<file path="src/rtl/chksum_pkt_ctrl.sv">
// ----------------------------------------------------------------------------
// chksum_pkt_ctrl
//
// Runs a 16-bit one's-complement checksum over framed packets arriving on a
// 64-bit valid/ready stream. Every beat has its bytes masked by s_keep and its
// carries folded back into the sum, so the accumulator is always a complete
// 16-bit partial sum. When the last beat arrives the sum, the match flag and
// the byte count are registered and offered on a valid/ready result port.
//
// Optional feature (compile-time macro CHKSUM_SEED_EN):
//   defined     : adds input s_seed[15:0]. It is sampled on the first beat
//                 of a packet (a transfer in IDLE) and used as the initial
//                 accumulator, e.g. a pseudo-header partial sum.
//   not defined : no s_seed port, the accumulator starts from 0.
//
// Parameters:
//   INVERT  1: m_chksum = ~sum, 0: m_chksum = sum
//   LEN_W   width of the byte counter m_len (saturates at all-ones)
//
// Ports:
//   clk, reset  clock, synchronous active-high reset
//   s_valid     input beat valid
//   s_ready     block can accept a beat (IDLE/ACCUM and not in reset)
//   s_data      beat data, 16-bit lanes [15:0],[31:16],[47:32],[63:48]
//   s_keep      byte enables, s_keep[i] qualifies s_data[8i+7:8i]
//   s_last      final beat of the packet
//   s_seed      initial sum (only with CHKSUM_SEED_EN)
//   m_valid     result valid
//   m_ready     result consumed
//   m_chksum    checksum
//   m_match     folded sum == 16'hFFFF before inversion
//   m_len       accepted byte count
//   busy        state != IDLE
//   dbg_state   current FSM state (IDLE=0, ACCUM=1, FOLD=2, HOLD=3)
//
// Handshakes: a transfer happens on a rising clk edge where valid and ready
// are both high; valid, once raised, stays high with stable payload until
// that transfer, and ready may be raised or lowered at any time.
// ----------------------------------------------------------------------------
module chksum_pkt_ctrl #(
    parameter bit INVERT = 1'b1,
    parameter int LEN_W  = 16
) (
    input  logic             clk,
    input  logic             reset,
    input  logic             s_valid,
    output logic             s_ready,
    input  logic [63:0]      s_data,
    input  logic [7:0]       s_keep,
    input  logic             s_last,
`ifdef CHKSUM_SEED_EN
    input  logic [15:0]      s_seed,
`endif
    output logic             m_valid,
    input  logic             m_ready,
    output logic [15:0]      m_chksum,
    output logic             m_match,
    output logic [LEN_W-1:0] m_len,
    output logic             busy,
    output logic [1:0]       dbg_state
);

    typedef enum logic [1:0] {
        IDLE  = 2'd0,
        ACCUM = 2'd1,
        FOLD  = 2'd2,
        HOLD  = 2'd3
    } state_t;

    state_t state;
    state_t state_next;

    logic [15:0]      acc;
    logic [LEN_W-1:0] len;
    logic [15:0]      seed_val;

    logic             xfer;
    logic             res_done;
    logic [63:0]      masked;
    logic [15:0]      acc_base;
    logic [18:0]      t_sum;
    logic [16:0]      f_sum;
    logic [15:0]      acc_sum;
    logic [3:0]       pop;
    logic [LEN_W-1:0] len_base;
    logic [LEN_W:0]   len_sum;
    logic [LEN_W-1:0] len_sat;

`ifdef CHKSUM_SEED_EN
    assign seed_val = s_seed;
`else
    assign seed_val = 16'h0000;
`endif

    assign xfer     = s_valid & s_ready;
    assign res_done = (state == HOLD) & m_valid & m_ready;

    // ---------------------------------------------------------------- FSM
    always_ff @(posedge clk) begin
        if (reset) begin
            state <= IDLE;
        end else begin
            state <= state_next;
        end
    end

    always_comb begin
        state_next = state;
        case (state)
            IDLE: begin
                if (xfer) begin
                    state_next = s_last ? FOLD : ACCUM;
                end
            end
            ACCUM: begin
                if (xfer && s_last) begin
                    state_next = FOLD;
                end
            end
            FOLD: begin
                state_next = HOLD;
            end
            HOLD: begin
                if (res_done) begin
                    state_next = IDLE;
                end
            end
            default: begin
                state_next = IDLE;
            end
        endcase
    end

    // s_ready is gated by reset directly so nothing is taken in the reset cycle.
    always_comb begin
        s_ready   = ~reset & ((state == IDLE) | (state == ACCUM));
        busy      = (state != IDLE);
        dbg_state = state;
    end

    // ---------------------------------------------------------- datapath
    // Bytes with keep=0 are forced to zero before the lane sum.
    always_comb begin
        masked = '0;
        for (int i = 0; i < 8; i++) begin
            masked[8*i +: 8] = s_keep[i] ? s_data[8*i +: 8] : 8'h00;
        end
    end

    // The first beat of a packet starts from the seed (or zero) rather than
    // whatever the accumulator last held.
    assign acc_base = (state == IDLE) ? seed_val : acc;

    // Four lanes plus the accumulator fit in 19 bits. After the first fold
    // f_sum <= 0x10003, so when f_sum[16] is set the low half is at most 3
    // and the second fold cannot carry again.
    assign t_sum   = {3'b000, acc_base}
                   + {3'b000, masked[15:0]}
                   + {3'b000, masked[31:16]}
                   + {3'b000, masked[47:32]}
                   + {3'b000, masked[63:48]};
    assign f_sum   = {1'b0, t_sum[15:0]} + {14'b0, t_sum[18:16]};
    assign acc_sum = f_sum[15:0] + {15'b0, f_sum[16]};

    always_comb begin
        pop = 4'd0;
        for (int i = 0; i < 8; i++) begin
            pop = pop + {3'b000, s_keep[i]};
        end
    end

    assign len_base = (state == IDLE) ? '0 : len;
    assign len_sum  = {1'b0, len_base} + {{(LEN_W-3){1'b0}}, pop};
    assign len_sat  = len_sum[LEN_W] ? {LEN_W{1'b1}} : len_sum[LEN_W-1:0];

    always_ff @(posedge clk) begin
        if (reset) begin
            acc <= 16'h0000;
            len <= '0;
        end else if (xfer) begin
            acc <= acc_sum;
            len <= len_sat;
        end else if (res_done) begin
            acc <= 16'h0000;
            len <= '0;
        end
    end

    // ------------------------------------------------------- result port
    // Result fields are captured in FOLD and then held, including after the
    // result is consumed, until the next packet reaches FOLD.
    always_ff @(posedge clk) begin
        if (reset) begin
            m_chksum <= 16'h0000;
            m_match  <= 1'b0;
            m_len    <= '0;
        end else if (state == FOLD) begin
            m_chksum <= INVERT ? ~acc : acc;
            m_match  <= (acc == 16'hFFFF);
            m_len    <= len;
        end
    end

    // m_valid is raised one cycle after entering HOLD, so a last beat taken
    // at edge N gives m_valid high after edge N+2. It drops on the edge that
    // completes the result handshake.
    always_ff @(posedge clk) begin
        if (reset) begin
            m_valid <= 1'b0;
        end else if (state == HOLD) begin
            if (!m_valid) begin
                m_valid <= 1'b1;
            end else if (m_ready) begin
                m_valid <= 1'b0;
            end
        end else begin
            m_valid <= 1'b0;
        end
    end

endmodule

</file>
<file path="config.mk">
export PLATFORM = sky130hd
export DESIGN_NAME = chksum_pkt_ctrl
export DESIGN_NICKNAME = d
export VERILOG_FILES = /design/src/rtl/chksum_pkt_ctrl.sv
export SDC_FILE = /design/constraint.sdc
export NUM_CORES = 1
export LEC_CHECK = 0
export ABC_AREA = 0
export CAP_MARGIN = 20
export CORE_AREA = 2 2 113 197
export CTS_CLUSTER_DIAMETER = 80
export DETAILED_ROUTE_END_ITERATION = 7
export DIE_AREA = 0 0 115 199
export PLACE_DENSITY = 0.54
export SYNTH_ARGS = -nofsm -noshare
export SYNTH_HDL_FRONTEND = slang
export SYNTH_SLANG_ARGS = --single-unit
</file>
<file path="constraint.sdc">
create_clock -name clk -period 19 [get_ports clk]
set_input_delay 3.8 -clock clk [delete_from_list [all_inputs] [get_ports clk]]
set_output_delay 3.8 -clock clk [all_outputs]
set_load 0.01 [all_outputs]
</file>
Yosys cells after proc, flatten, opt, wreduce, memory -nomap -nowiden
Cells that the tools add are included.
- bits of input ports: 77
- output and inout port bits: 38
- flip-flop bits (word level): 68
- logic and storage cells: 63
- bitwise logic cells: 8
- reduce and logical (&&, ||, !) cells: 6
- multiplexer cells: 21
- equality and inequality tests: 7
- $add $sub $neg: 14
- operator list (kind ; count):
    $mux 16 ; 6
    $mux 8 ; 8
    $add 18x16->19 ; 1
    $add 19x16->19 ; 1
    $add 17x16->18 ; 1
    $add 16x16->17 ; 1
    $add 16x3->17 ; 1
    $add 16x4->17 ; 1
    $add 16x1->16 ; 1
    $add 4x1->4 ; 4
    $eq 16x16->1 const B ; 1
    $not 16->16 ; 1
    $mux 2 ; 4
    $pmux 2 s4 ; 1
    $ne 2x2->1 const B ; 3
    $add 3x1->4 ; 1
    $and 1x1->1 ; 4
    $eq 2x2->1 const B ; 2
    $reduce_bool 2->1 ; 2
    $add 2x1->3 ; 1
    $reduce_and 3->1 ; 1
    $add 1x1->2 ; 1
    $eq 2x1->1 const B ; 1
    $logic_not 2->1 ; 1
    5 further kinds ; 7

Depth between registers and ports, before layout
Gate-level depths: netlist (run 1).
- depth after elaboration: 10
- mapped depth: 35

Worst setup path before layout (run 1)
No wires, ideal clock.
- path kind: input -> register
- start: in s_data[1]
- end: reg acc[15]
- stages on the path: 32
- setup slack: 7731 ps
- arrival time: 11152 ps
- buffers on the path: 0
- cell sequence: and2_1 -> fa_1 -> inv_1 -> fa_1 -> fa_1 -> inv_1 -> ha_1 -> inv_1 -> fa_1 -> and2b_1 -> o2111ai_1 -> nand4_1 -> a21oi_1 -> o21ai_0 -> a21o_1 -> a21o_1 -> xor2_1 -> inv_1 -> fa_1 -> nor2b_1 -> o21ai_0 -> or4_1 -> nor2_1 -> nand3_1 -> nor3_1 -> ha_1 -> nand3_1 -> or3_4 -> a211oi_4 -> o31ai_2 -> or4_1 -> a32o_1
- longest elaborated chain between the ends: 8
- RTL lines (what ; line ; RTL):
    start, declared ; 48 ; input logic [63:0] s_data,
    $mux 8 ; 146 ; masked[8*i +: 8] = s_keep[i] ? s_data[8*i +: 8] : 8'h00;
    $add 16x16->17 ; 158 ; + {3'b000, masked[15:0]}
    $add 17x16->18 ; 159 ; + {3'b000, masked[31:16]}
    $add 18x16->19 ; 160 ; + {3'b000, masked[47:32]}
    $add 19x16->19 ; 161 ; + {3'b000, masked[63:48]};
    $add 16x3->17 ; 162 ; assign f_sum = {1'b0, t_sum[15:0]} + {14'b0, t_sum[18:16]};
    $add 16x1->16 ; 163 ; assign acc_sum = f_sum[15:0] + {15'b0, f_sum[16]};
    $mux 16 ; 180 ; end else if (xfer) begin
    end signal, assigned ; 181 ; acc <= acc_sum;
    end, declared ; 73 ; logic [15:0] acc;
Every way passes these cells.
A chain may end at the register's enable or synchronous reset.

Worst setup path after layout (run 1)
- start: in s_keep[0]
- end: reg acc[15]
- longest elaborated chain between the ends: 8
- RTL lines (what ; line ; RTL):
    start, declared ; 49 ; input logic [7:0] s_keep,
    $mux 8 ; 146 ;
    $add 16x16->17 ; 158 ;
    $add 17x16->18 ; 159 ;
    $add 18x16->19 ; 160 ;
    $add 19x16->19 ; 161 ;
    $add 16x3->17 ; 162 ;
    $add 16x1->16 ; 163 ;
    $mux 16 ; 180 ;
Every way passes these cells.

==> out/results.ini, run 1 <==
[yosys]
synth.top_cell.area_share_pct = 21.6
synth_area_um2 = 6300
syn_avg_cell_area_um2 = 8.46
synth_nets = 909
netlist_top_cells_area = dfxtp_1 22%, fa_1 17%, ha_1 6.7%
yosysWarningCount = 0
ys_seq_elements = 68
synth_edf_count = 0
ys.flop_type = dfxtp_1
synth_top_area_cell = dfxtp_1
syn-instance-count = 745
synth.distinct_cells = 68
async_flop_share_pct = 0
ys_seq_area_share_pct = 21.6

[power]
p_per_area_nw_per_um2 = 112
swShare_pct = 44.6
p_clk_share_pct = 17.6
p_leak_nw = 3.24
p_sw_mw = 0.400
combPwrFrac_pct = 60.7
internal_power_mw = 0.497
ir_drop_mv = 0.0379
seqPwrFrac_pct = 21.7

[sta]
tightestPinTransition_ns = 1.08
finalSetupViolCount = 0
max_freq_mhz = 79.1
finalCritPeriodShare_pct = 66.5
tns_ns = 0
rsz0062_at_grt = no
final_hold_viol_count = 0
slew_headroom_pct = 27.5
fin_skew_ns = 0.00356
slew_viol_final = 0
post-route-min-period_ns = 12.64

[route]
via_per_inst = 4.97
first_pass_iters = 4
ant_nets = 0
drc_errors = 0
initialDrtViolationCount = 270
totalWireLength_um = 17800
num_vias = 5506
wl_per_cell_um = 16.1

[grt]
antenna_found_initial = 0
grt_overflow = 0
grt_pass1_vias = 5760
grt_usage_pct = 16.1
grt_pass1_wl_um = 28800
grt_max_degree = 67

[cts]
postCtsSetupBuffers = 0
clkTransAtPathRegs_ns = 0.05
numCtsBuffers = 9
clock_path_buffers = 2
cts_root_buf = clkbuf_16
tritoncts = yes
cts_hold_buffers = 0
clk_latency_ns = 0.33
cts_resized = 0
cts.sinks = 68
h-tree-depth = 3

[final_layout]
fin_nets = 1012
drive_gt1_share_pct = 4.57
design_area_um2 = 7990
syn2layout_area_growth_pct = 26.7
num_antenna_cells = 0

[worst_setup_path]
critPathMaxFanout = 9
crit_family = simple AND/OR/NAND/NOR gates
cpMostUsedCell = fa_1
path_class = input port to flip-flop
slowest_stage = or4_1
rrSetupSlack_ns = 10.13
cp_num_buf_inv = 5
critPathArrivalTime_ns = 12.86
startpoint_type = input port
cp.required_ns = 19.22
max_stage_delay_ns = 0.64
endpoint_kind = flip-flop

[placed_design]
routabilityCongestion = 0.813
io_buffers = 114
dp_hpwl_um = 14600
placed_area_um2 = 7680

[floorplanning]
initial_core_util_pct = 29.6
dieArea_um2 = 22900
fp.dieW_um = 115
die_h_um = 199
io_pins = 115
core_area_um2 = 21300
row_count = 71

[min_path]
hold_class = flip-flop to flip-flop

[status]
status = finished, final reports clean

[run]
maxCapViolations = 0

## cell type report
| class | count | area (um2) |
|---|---|---|
| multi-input combinational | 577 | 4570 |
| sequential | 68 | 1360 |
| clock inverter | 1 | 5.00 |
| timing repair buffer | 118 | 1180 |
| clock buffer | 15 | 278 |
| fill | 2213 | 13300 |
| tap | 255 | 319 |
| inverter | 74 | 278 |
## sequential cells by signal, summed over array words and instances (netlist names)
| name | cells |
|---|---|
| m_valid | 1 |
| m_chksum | 16 |
| acc | 16 |
| len | 16 |
| dbg_state | 2 |
| m_len | 16 |
| m_match | 1 |
## placed cells by master (no fill, tap or decap), types with 4 or more instances in the layout
cell,n
nand4_1,11
nor2b_1,11
or4_1,4
nor2_1,76
xor2_1,20
o21ai_0,31
ha_1,33
o21a_1,5
clkdlybuf4s50_1,113
and2_1,64
o211ai_1,5
dfxtp_1,68
a21oi_1,31
nor3_1,12
nor4_1,6
clkbuf_16,9
a22oi_1,14
xnor2_1,22
a211oi_1,16
nand3_1,19
fa_1,53
inv_1,74
nand2_1,52
mux2i_1,18
a21o_1,10
## worst paths after layout
kind | start | to | depth (start not counted)
worst max-delay path | s_keep[0] | acc[15]$_SDFFE_PP0P_ | 33
worst min-delay path | len[2]$_SDFFE_PP0P_ | len[2]$_SDFFE_PP0P_ | 2
worst max register to register | dbg_state[0]$_SDFFE_PP0P_ | acc[15]$_SDFFE_PP0P_ | 33
worst min register to register | len[2]$_SDFFE_PP0P_ | len[2]$_SDFFE_PP0P_ | 2
## worst min-delay path, delay by kind of cell, from the launching register on
kind               cells  cell delay, ns
AOI/OAI and AO/OA      1            0.05
and+or+nand+nor        1            0.05
DFF                    1            0.31
## power by group through the flow
stage | registers [mW] | clock network, mW | logic (mW)
after floorplan | 0.193 | 0 | 0.391
after global placement | 0.198 | 0 | 0.541
after detailed placement | 0.198 | 0 | 0.544
after CTS | 0.195 | 0.161 | 0.546
after global routing | 0.198 | 0.165 | 0.608
final | 0.195 | 0.158 | 0.544
## cell families after synthesis
group	after synthesis	share of synthesized area, %
flops	68	21.6
buf+inv	100	6.01
mux	18	2.86
simple gates	279	22.7
compound gates	150	17.1
fa+ha+maj	87	23.6
xor+xnor	43	6.19
## cells in the mapped netlist, types with 4 or more instances
cell type  number
nand3_1        19
nor2b_1        11
nor2_1         76
a21oi_1        31
ha_1           34
xor2_1         20
nand4_1        11
inv_1          74
o21ai_0        31
o211ai_1        5
xnor2_1        22
or4_1           4
fa_1           53
clkbuf_1       21
mux2i_1        18
a211oi_1       16
nand2_1        52
and2_1         64
a21o_1         10
dfxtp_1        68
a22oi_1        14
o21a_1          5
nor3_1         12
nor4_1          6
## stage by stage
| stage | std cells | util, % | setup slack, ns | hold WS, ns | power (mW) |
|---|---|---|---|---|---|
| final | 1108 | 37.5 | 6.36 | 0.463 | 0.897 |
| after global routing | 1108 | 37.5 | 5.80 | 0.494 | 0.971 |
| after CTS | 1107 | 37.4 | 6.33 | 0.464 | 0.903 |
| after detailed placement | 1091 | 36.0 | 5.98 | 0.457 | 0.742 |
| after global placement | 1091 | 36.0 | 6.23 | 0.453 | 0.738 |
| after floorplan | 745 | - | 7.73 | 0.440 | 0.585 |
## metal layers
metal | routed length, um | part of all wire (%) | global-route usage, % | vias to the layer above
li1 | - | - | - | 2752
met1 | 6740 | 38 | 16.2 | 2640
met2 | 10300 | 58 | 32.9 | 93
met3 | 451 | 2.5 | 1.95 | 21
met4 | 332 | 1.9 | 4.95 | 0
met5 | 0 | 0 | 0 | -
(Power assumes the default switching activity.)
==> run 2: changes to the inputs <==
clock period = 12.88 ns   (was 19 ns; I/O delays follow)
==> run 2 against run 1 <==
  * Total power up 49%
  * Critical path depth unchanged
  * Worst hold slack better by 0.0058 ns
  * Cell count unchanged
  * Cell area up 0.27%
  * Register-to-register slack worse by 6.1 ns
  * Non-clock buffer count unchanged
  * Worst setup slack worse by 4.8 ns
  * Flip-flop and latch count unchanged
  * Largest cell class unchanged
==> out/results.ini, run 2 (synthesized netlist as in run 1, its figures left out) <==
[cts]
cts_hold_buffers = 0  ; unchanged
tritoncts = yes
h-tree-depth = 3  ; unchanged
clock_path_buffers = 2  ; unchanged
clkTransAtPathRegs_ns = 0.05  ; about the same
cts_resized = 0  ; unchanged
clk_latency_ns = 0.33  ; about the same
postCtsSetupBuffers = 0  ; unchanged
cts.sinks = 68  ; unchanged
cts_root_buf = clkbuf_16
numCtsBuffers = 9  ; unchanged

[floorplanning]
fp.dieW_um = 115  ; unchanged
row_count = 71  ; unchanged
core_area_um2 = 21300  ; unchanged
die_h_um = 199  ; unchanged
io_pins = 115  ; unchanged
initial_core_util_pct = 29.6  ; unchanged
dieArea_um2 = 22900  ; unchanged

[final_layout]
design_area_um2 = 8010  ; +0.27%
final_util_pct = 37.6  ; +0.10 points
fill_cells = 2273  ; +2.7%
final_cell_mix = 113 x clkdlybuf4s50_1, 76 x nor2_1, 74 x inv_1, 68 x dfxtp_1, 64 x and2_1
final_cells = 1108  ; unchanged
mostFrequentLayoutCell = clkdlybuf4s50_1
syn2layout_area_growth_pct = 27.0
num_antenna_cells = 0  ; unchanged
fin_nets = 1012  ; unchanged
drive_gt1_share_pct = 4.81  ; +0.23 points

[worst_setup_path]
critPathArrivalTime_ns = 11.55  ; -1.31 ns
slowest_stage = or4_1
max_stage_delay_ns = 0.63  ; about the same
endpoint_kind = flip-flop
cpMostUsedCell = fa_1
critPathMaxFanout = 9  ; unchanged
startpoint_type = input port
r2r_cells = 33  ; unchanged
path_class = input port to flip-flop
cp.required_ns = 13.10  ; -6.12 ns
rrSetupSlack_ns = 4.08  ; -6.05 ns

[status]
status = finished, final reports clean

[sta]
slew_headroom_pct = 31.0  ; +3.5 points
max_freq_mhz = 88.3
finalSetupViolCount = 0  ; unchanged
rsz0062_at_grt = no
fin_skew_ns = 0.00844  ; +0.00488 ns
tightestPinTransition_ns = 1.03  ; -0.0515 ns
tns_ns = 0  ; unchanged
timing.hold.ws_ns = 0.469  ; +0.00584 ns
finalCritPeriodShare_pct = 88.0
post-route-min-period_ns = 11.33
final_hold_viol_count = 0  ; unchanged
slew_viol_final = 0  ; unchanged
fin_ws_ns = 1.55  ; -4.81 ns

[min_path]
min_path_cells = 2  ; unchanged
hold_class = flip-flop to flip-flop

[route]
drc_errors = 0  ; unchanged
initialDrtViolationCount = 248  ; -8.1%
via_per_inst = 4.97  ; unchanged
dr_wl_met2_um = 10400  ; +0.46%
ant_nets = 0  ; unchanged
wl_met1_um = 6890  ; +2.3%
wl_per_cell_um = 16.1  ; -0.24%
first_pass_iters = 5  ; +1
wl_met3_um = 310  ; -31%
totalWireLength_um = 17800  ; -0.24%
num_vias = 5506  ; unchanged
top_layer = met4

[grt]
grt_max_degree = 67  ; unchanged
grt_pass1_vias = 5658  ; -1.8%
antenna_found_initial = 0  ; unchanged
grt_overflow = 0  ; unchanged
grt_pass1_wl_um = 28400  ; -1.5%
grt_usage_pct = 15.7  ; -0.31 points

[placed_design]
place_inst = 1091  ; unchanged
routabilityCongestion = 0.811  ; -0.22%
dp_hpwl_um = 14600  ; -0.24%
dp_slack_ns = 1.15  ; -4.82 ns
io_buffers = 114  ; unchanged
placed_area_um2 = 7680  ; unchanged

[power]
p_leak_nw = 3.25  ; +0.27%
p_total_mw = 1.34  ; +49%
ir_drop_mv = 0.0730  ; +93%
p_per_area_nw_per_um2 = 167  ; +49%

[run]
maxCapViolations = 0  ; unchanged

run 2: final timing paths:
| path | end | start |
|---|---|---|
| worst max-delay path | acc[15]$_SDFFE_PP0P_ | s_keep[0] |
| worst min register to register | len[2]$_SDFFE_PP0P_ | len[2]$_SDFFE_PP0P_ |
| worst min-delay path | len[2]$_SDFFE_PP0P_ | len[2]$_SDFFE_PP0P_ |
| worst max register to register | acc[15]$_SDFFE_PP0P_ | dbg_state[0]$_SDFFE_PP0P_ |
run 2: cell type report:
type | count | area [um2] | share of cell area [%]
Clock buffer | 12 | 256 | 3.20
Timing Repair Buffer | 118 | 1180 | 14.7
Inverter | 74 | 278 | 3.47
Sequential cell | 68 | 1360 | 17.0
Clock inverter | 4 | 47.5 | 0.594
Tap cell | 255 | 319 | 3.98
Multi-Input combinational cell | 577 | 4570 | 57.0
run 2: critical path, delay by kind of cell:
| kind | cells | cell delay [ns] |
|---|---|---|
| buffers and inverters | 5 | 0.86 |
| AOI/OAI and AO/OA | 9 | 1.99 |
| adders and majority gates | 7 | 2.76 |
| xor gates and xnor gates | 1 | 0.27 |
| and+or+nand+nor | 11 | 3.10 |
run 2: where the power goes:
part | internal, mW | switching [mW]
logic | 0.338 | 0.463
registers | 0.249 | 0.0384
clock network | 0.160 | 0.0888
total | 0.746 | 0.591
run 2: metal layers:
layer / GRT usage (%) / up-vias
met4: 3.88 / 0
met3: 1.25 / 14
met5: 0 / -
met1: 16.5 / 2645
li1: - / 2757
met2: 32.6 / 90
==> run 3: changes to the inputs <==
DONT_BUFFER_PORTS = 1   (was default)
PLACE_DENSITY = 0.47   (was 0.54)
==> run 3 against run 2 <==
  * Critical path depth decreased by 1
  * Largest power group unchanged
  * Critical endpoint unchanged
  * First-iteration DRC count increased by 17%
  * Wire length decreased by 1.5%
  * Via count decreased by 7.2%
  * Highest routed layer unchanged
==> out/results.ini, run 3 (synthesized netlist as in run 1, its figures left out) <==
[sta]
post-route-min-period_ns = 10.61  ; -0.716 ns
tns_ns = 0  ; unchanged
finalCritPeriodShare_pct = 82.4  ; -5.6 points
slew_viol_final = 0  ; unchanged
max_freq_mhz = 94.2  ; +6.7%
timing.hold.ws_ns = 0.464  ; -0.00540 ns
final_hold_viol_count = 0  ; unchanged
fin_skew_ns = 0.00607  ; -0.00237 ns
tightestPinTransition_ns = 1.02  ; -0.00886 ns
finalSetupViolCount = 0  ; unchanged
rsz0062_at_grt = no
slew_headroom_pct = 31.6  ; +0.59 points

[worst_setup_path]
r2r_cells = 33  ; unchanged
cpMostUsedCell = fa_1
rrSetupSlack_ns = 4.55  ; +0.47 ns
rr_startpoint = dbg_state[0]$_SDFFE_PP0P_
r2r-end = acc[15]$_SDFFE_PP0P_
slowest_stage = or4_1
critPathArrivalTime_ns = 10.84  ; -0.71 ns
max_stage_delay_ns = 0.63  ; about the same
endpoint_kind = flip-flop
critical_path.startpoint = s_data[1]
path_class = input port to flip-flop
startpoint_type = input port
cp.required_ns = 13.10  ; about the same
critPathMaxFanout = 5  ; -4

[final_layout]
fin_nets = 898  ; -11%
mostFrequentLayoutCell = nor2_1
final_cells = 994  ; -10%
final_util_pct = 32.2  ; -5.4 points
drive_gt1_share_pct = 5.28  ; +0.47 points
syn2layout_area_growth_pct = 8.85
seqCellArea_um2 = 1360  ; unchanged
fill_cells = 2285  ; +0.53%
final_cell_mix = 76 x nor2_1, 74 x inv_1, 68 x dfxtp_1, 64 x and2_1, 53 x fa_1
num_antenna_cells = 0  ; unchanged
multi_input_area_um2 = 4570  ; unchanged

[route]
via_per_inst = 5.14  ; +3.5%
drc_errors = 0  ; unchanged
wl_per_cell_um = 17.6  ; +9.8%
num_vias = 5112  ; -7.2%
totalWireLength_um = 17500  ; -1.5%
initialDrtViolationCount = 290  ; +17%
ant_nets = 0  ; unchanged
first_pass_iters = 4  ; -1

[grt]
grt_pass1_vias = 5294  ; -6.4%
grt_max_degree = 67  ; unchanged
grt_usage_pct = 15.9  ; +0.13 points
antenna_found_initial = 0  ; unchanged
grt_overflow = 0  ; unchanged
grt_pass1_wl_um = 28200  ; -0.68%

[power]
ir_drop_mv = 0.0502  ; -31%
p_leak_nw = 2.82  ; -13%
swShare_pct = 46.0  ; +1.9 points
p_total_mw = 1.28  ; -4.4%
p_clk_share_pct = 19.2  ; +0.6 points
seqPwrFrac_pct = 23.6  ; +2.1 points
internal_power_mw = 0.690  ; -7.6%
combPwrFrac_pct = 57.2  ; -2.7 points
p_sw_mw = 0.589  ; -0.35%
p_per_area_nw_per_um2 = 186  ; +12%

[placed_design]
place_inst = 978  ; -10%
io_buffers = 0  ; -100%
dp_hpwl_um = 14400  ; -1.4%
routabilityCongestion = 0.835  ; +3.0%

[cts]
numCtsBuffers = 9  ; unchanged
clkTransAtPathRegs_ns = 0.06  ; about the same
postCtsSetupBuffers = 0  ; unchanged
cts_resized = 0  ; unchanged
h-tree-depth = 3  ; unchanged
clk_latency_ns = 0.33  ; about the same
cts_root_buf = clkbuf_16
cts.sinks = 68  ; unchanged
clock_path_buffers = 2  ; unchanged
cts_hold_buffers = 0  ; unchanged
tritoncts = yes

[floorplanning]
dieArea_um2 = 22900  ; unchanged
fp.dieW_um = 115  ; unchanged
die_h_um = 199  ; unchanged
core_area_um2 = 21300  ; unchanged
initial_core_util_pct = 29.6  ; unchanged
io_pins = 115  ; unchanged
row_count = 71  ; unchanged

[min_path]
hold_class = flip-flop to flip-flop
min_path_cells = 2  ; unchanged
hold_path_end = len[3]$_SDFFE_PP0P_
min_from = len[3]$_SDFFE_PP0P_

[status]
status = finished, final reports clean

[run]
maxCapViolations = 0  ; unchanged

[run 3: cell types whose count changed in the layout (fill, tap and decap cells not counted)]
cell,change
clkdlybuf4s50_1,-113
buf_2,-1
clkbuf_1,+1
clkbuf_8,-1
clkinv_4,+1
clkinvlp_4,-1
[run 3: final cells by class]
class	count	share of cell area, %
Clock buffer	12	3.59
Clock inverter	4	0.711
Tap cell	255	4.65
Timing Repair Buffer	4	0.620
Multi-Input combinational cell	577	66.5
Sequential cell	68	19.8
Inverter	74	4.05
[run 3: critical path: cells and delay by family]
family / cells / cell delay, ns
adder cells (fa/ha/maj): 7 / 2.76
XOR/XNOR: 1 / 0.23
buffers and inverters: 4 / 0.27
AO/OA/AOI/OAI: 9 / 1.93
AND/OR/NAND/NOR: 11 / 3.07
[run 3: power by group through the flow]
| stage | logic, mW | registers, mW | clock network, mW |
|---|---|---|---|
| 2_1_floorplan | 0.577 | 0.285 | 0 |
| 3_3_place_gp | 0.732 | 0.307 | 0 |
| 3_5_place_dp | 0.737 | 0.308 | 0 |
| 4_1_cts | 0.741 | 0.304 | 0.252 |
| 5_1_grt | 0.825 | 0.307 | 0.261 |
| 6_report | 0.732 | 0.301 | 0.246 |
[run 3: routing by layer]
metal	up-vias	routed length, um	track usage (%)
li1	2511	-	-
met1	2466	6560	16.6
met2	113	10000	31.9
met3	22	546	1.61
met4	0	396	5.27
met5	-	0	0
[run 3: how the worst max path moves through the flow]
| stage | slack (ns) | depth (start not counted) | to |
|---|---|---|---|
| detailed placement | 1.87 | 32 | acc[15]$_SDFFE_PP0P_ |
| global placement | 2.00 | 32 | acc[15]$_SDFFE_PP0P_ |
| finish | 2.27 | 32 | acc[15]$_SDFFE_PP0P_ |
| floorplan | 2.83 | 32 | acc[15]$_SDFFE_PP0P_ |
| global route | 1.60 | 32 | acc[15]$_SDFFE_PP0P_ |
| CTS | 2.21 | 32 | acc[15]$_SDFFE_PP0P_ |
[run 3: per-stage QoR]
stage / instance area, um2 / setup slack [ns]
finish: 6860 / 2.27
global route: 6860 / 1.60
CTS: 6860 / 2.21
detailed placement: 6570 / 1.87
global placement: 6550 / 2.00
floorplan: 6300 / 2.83
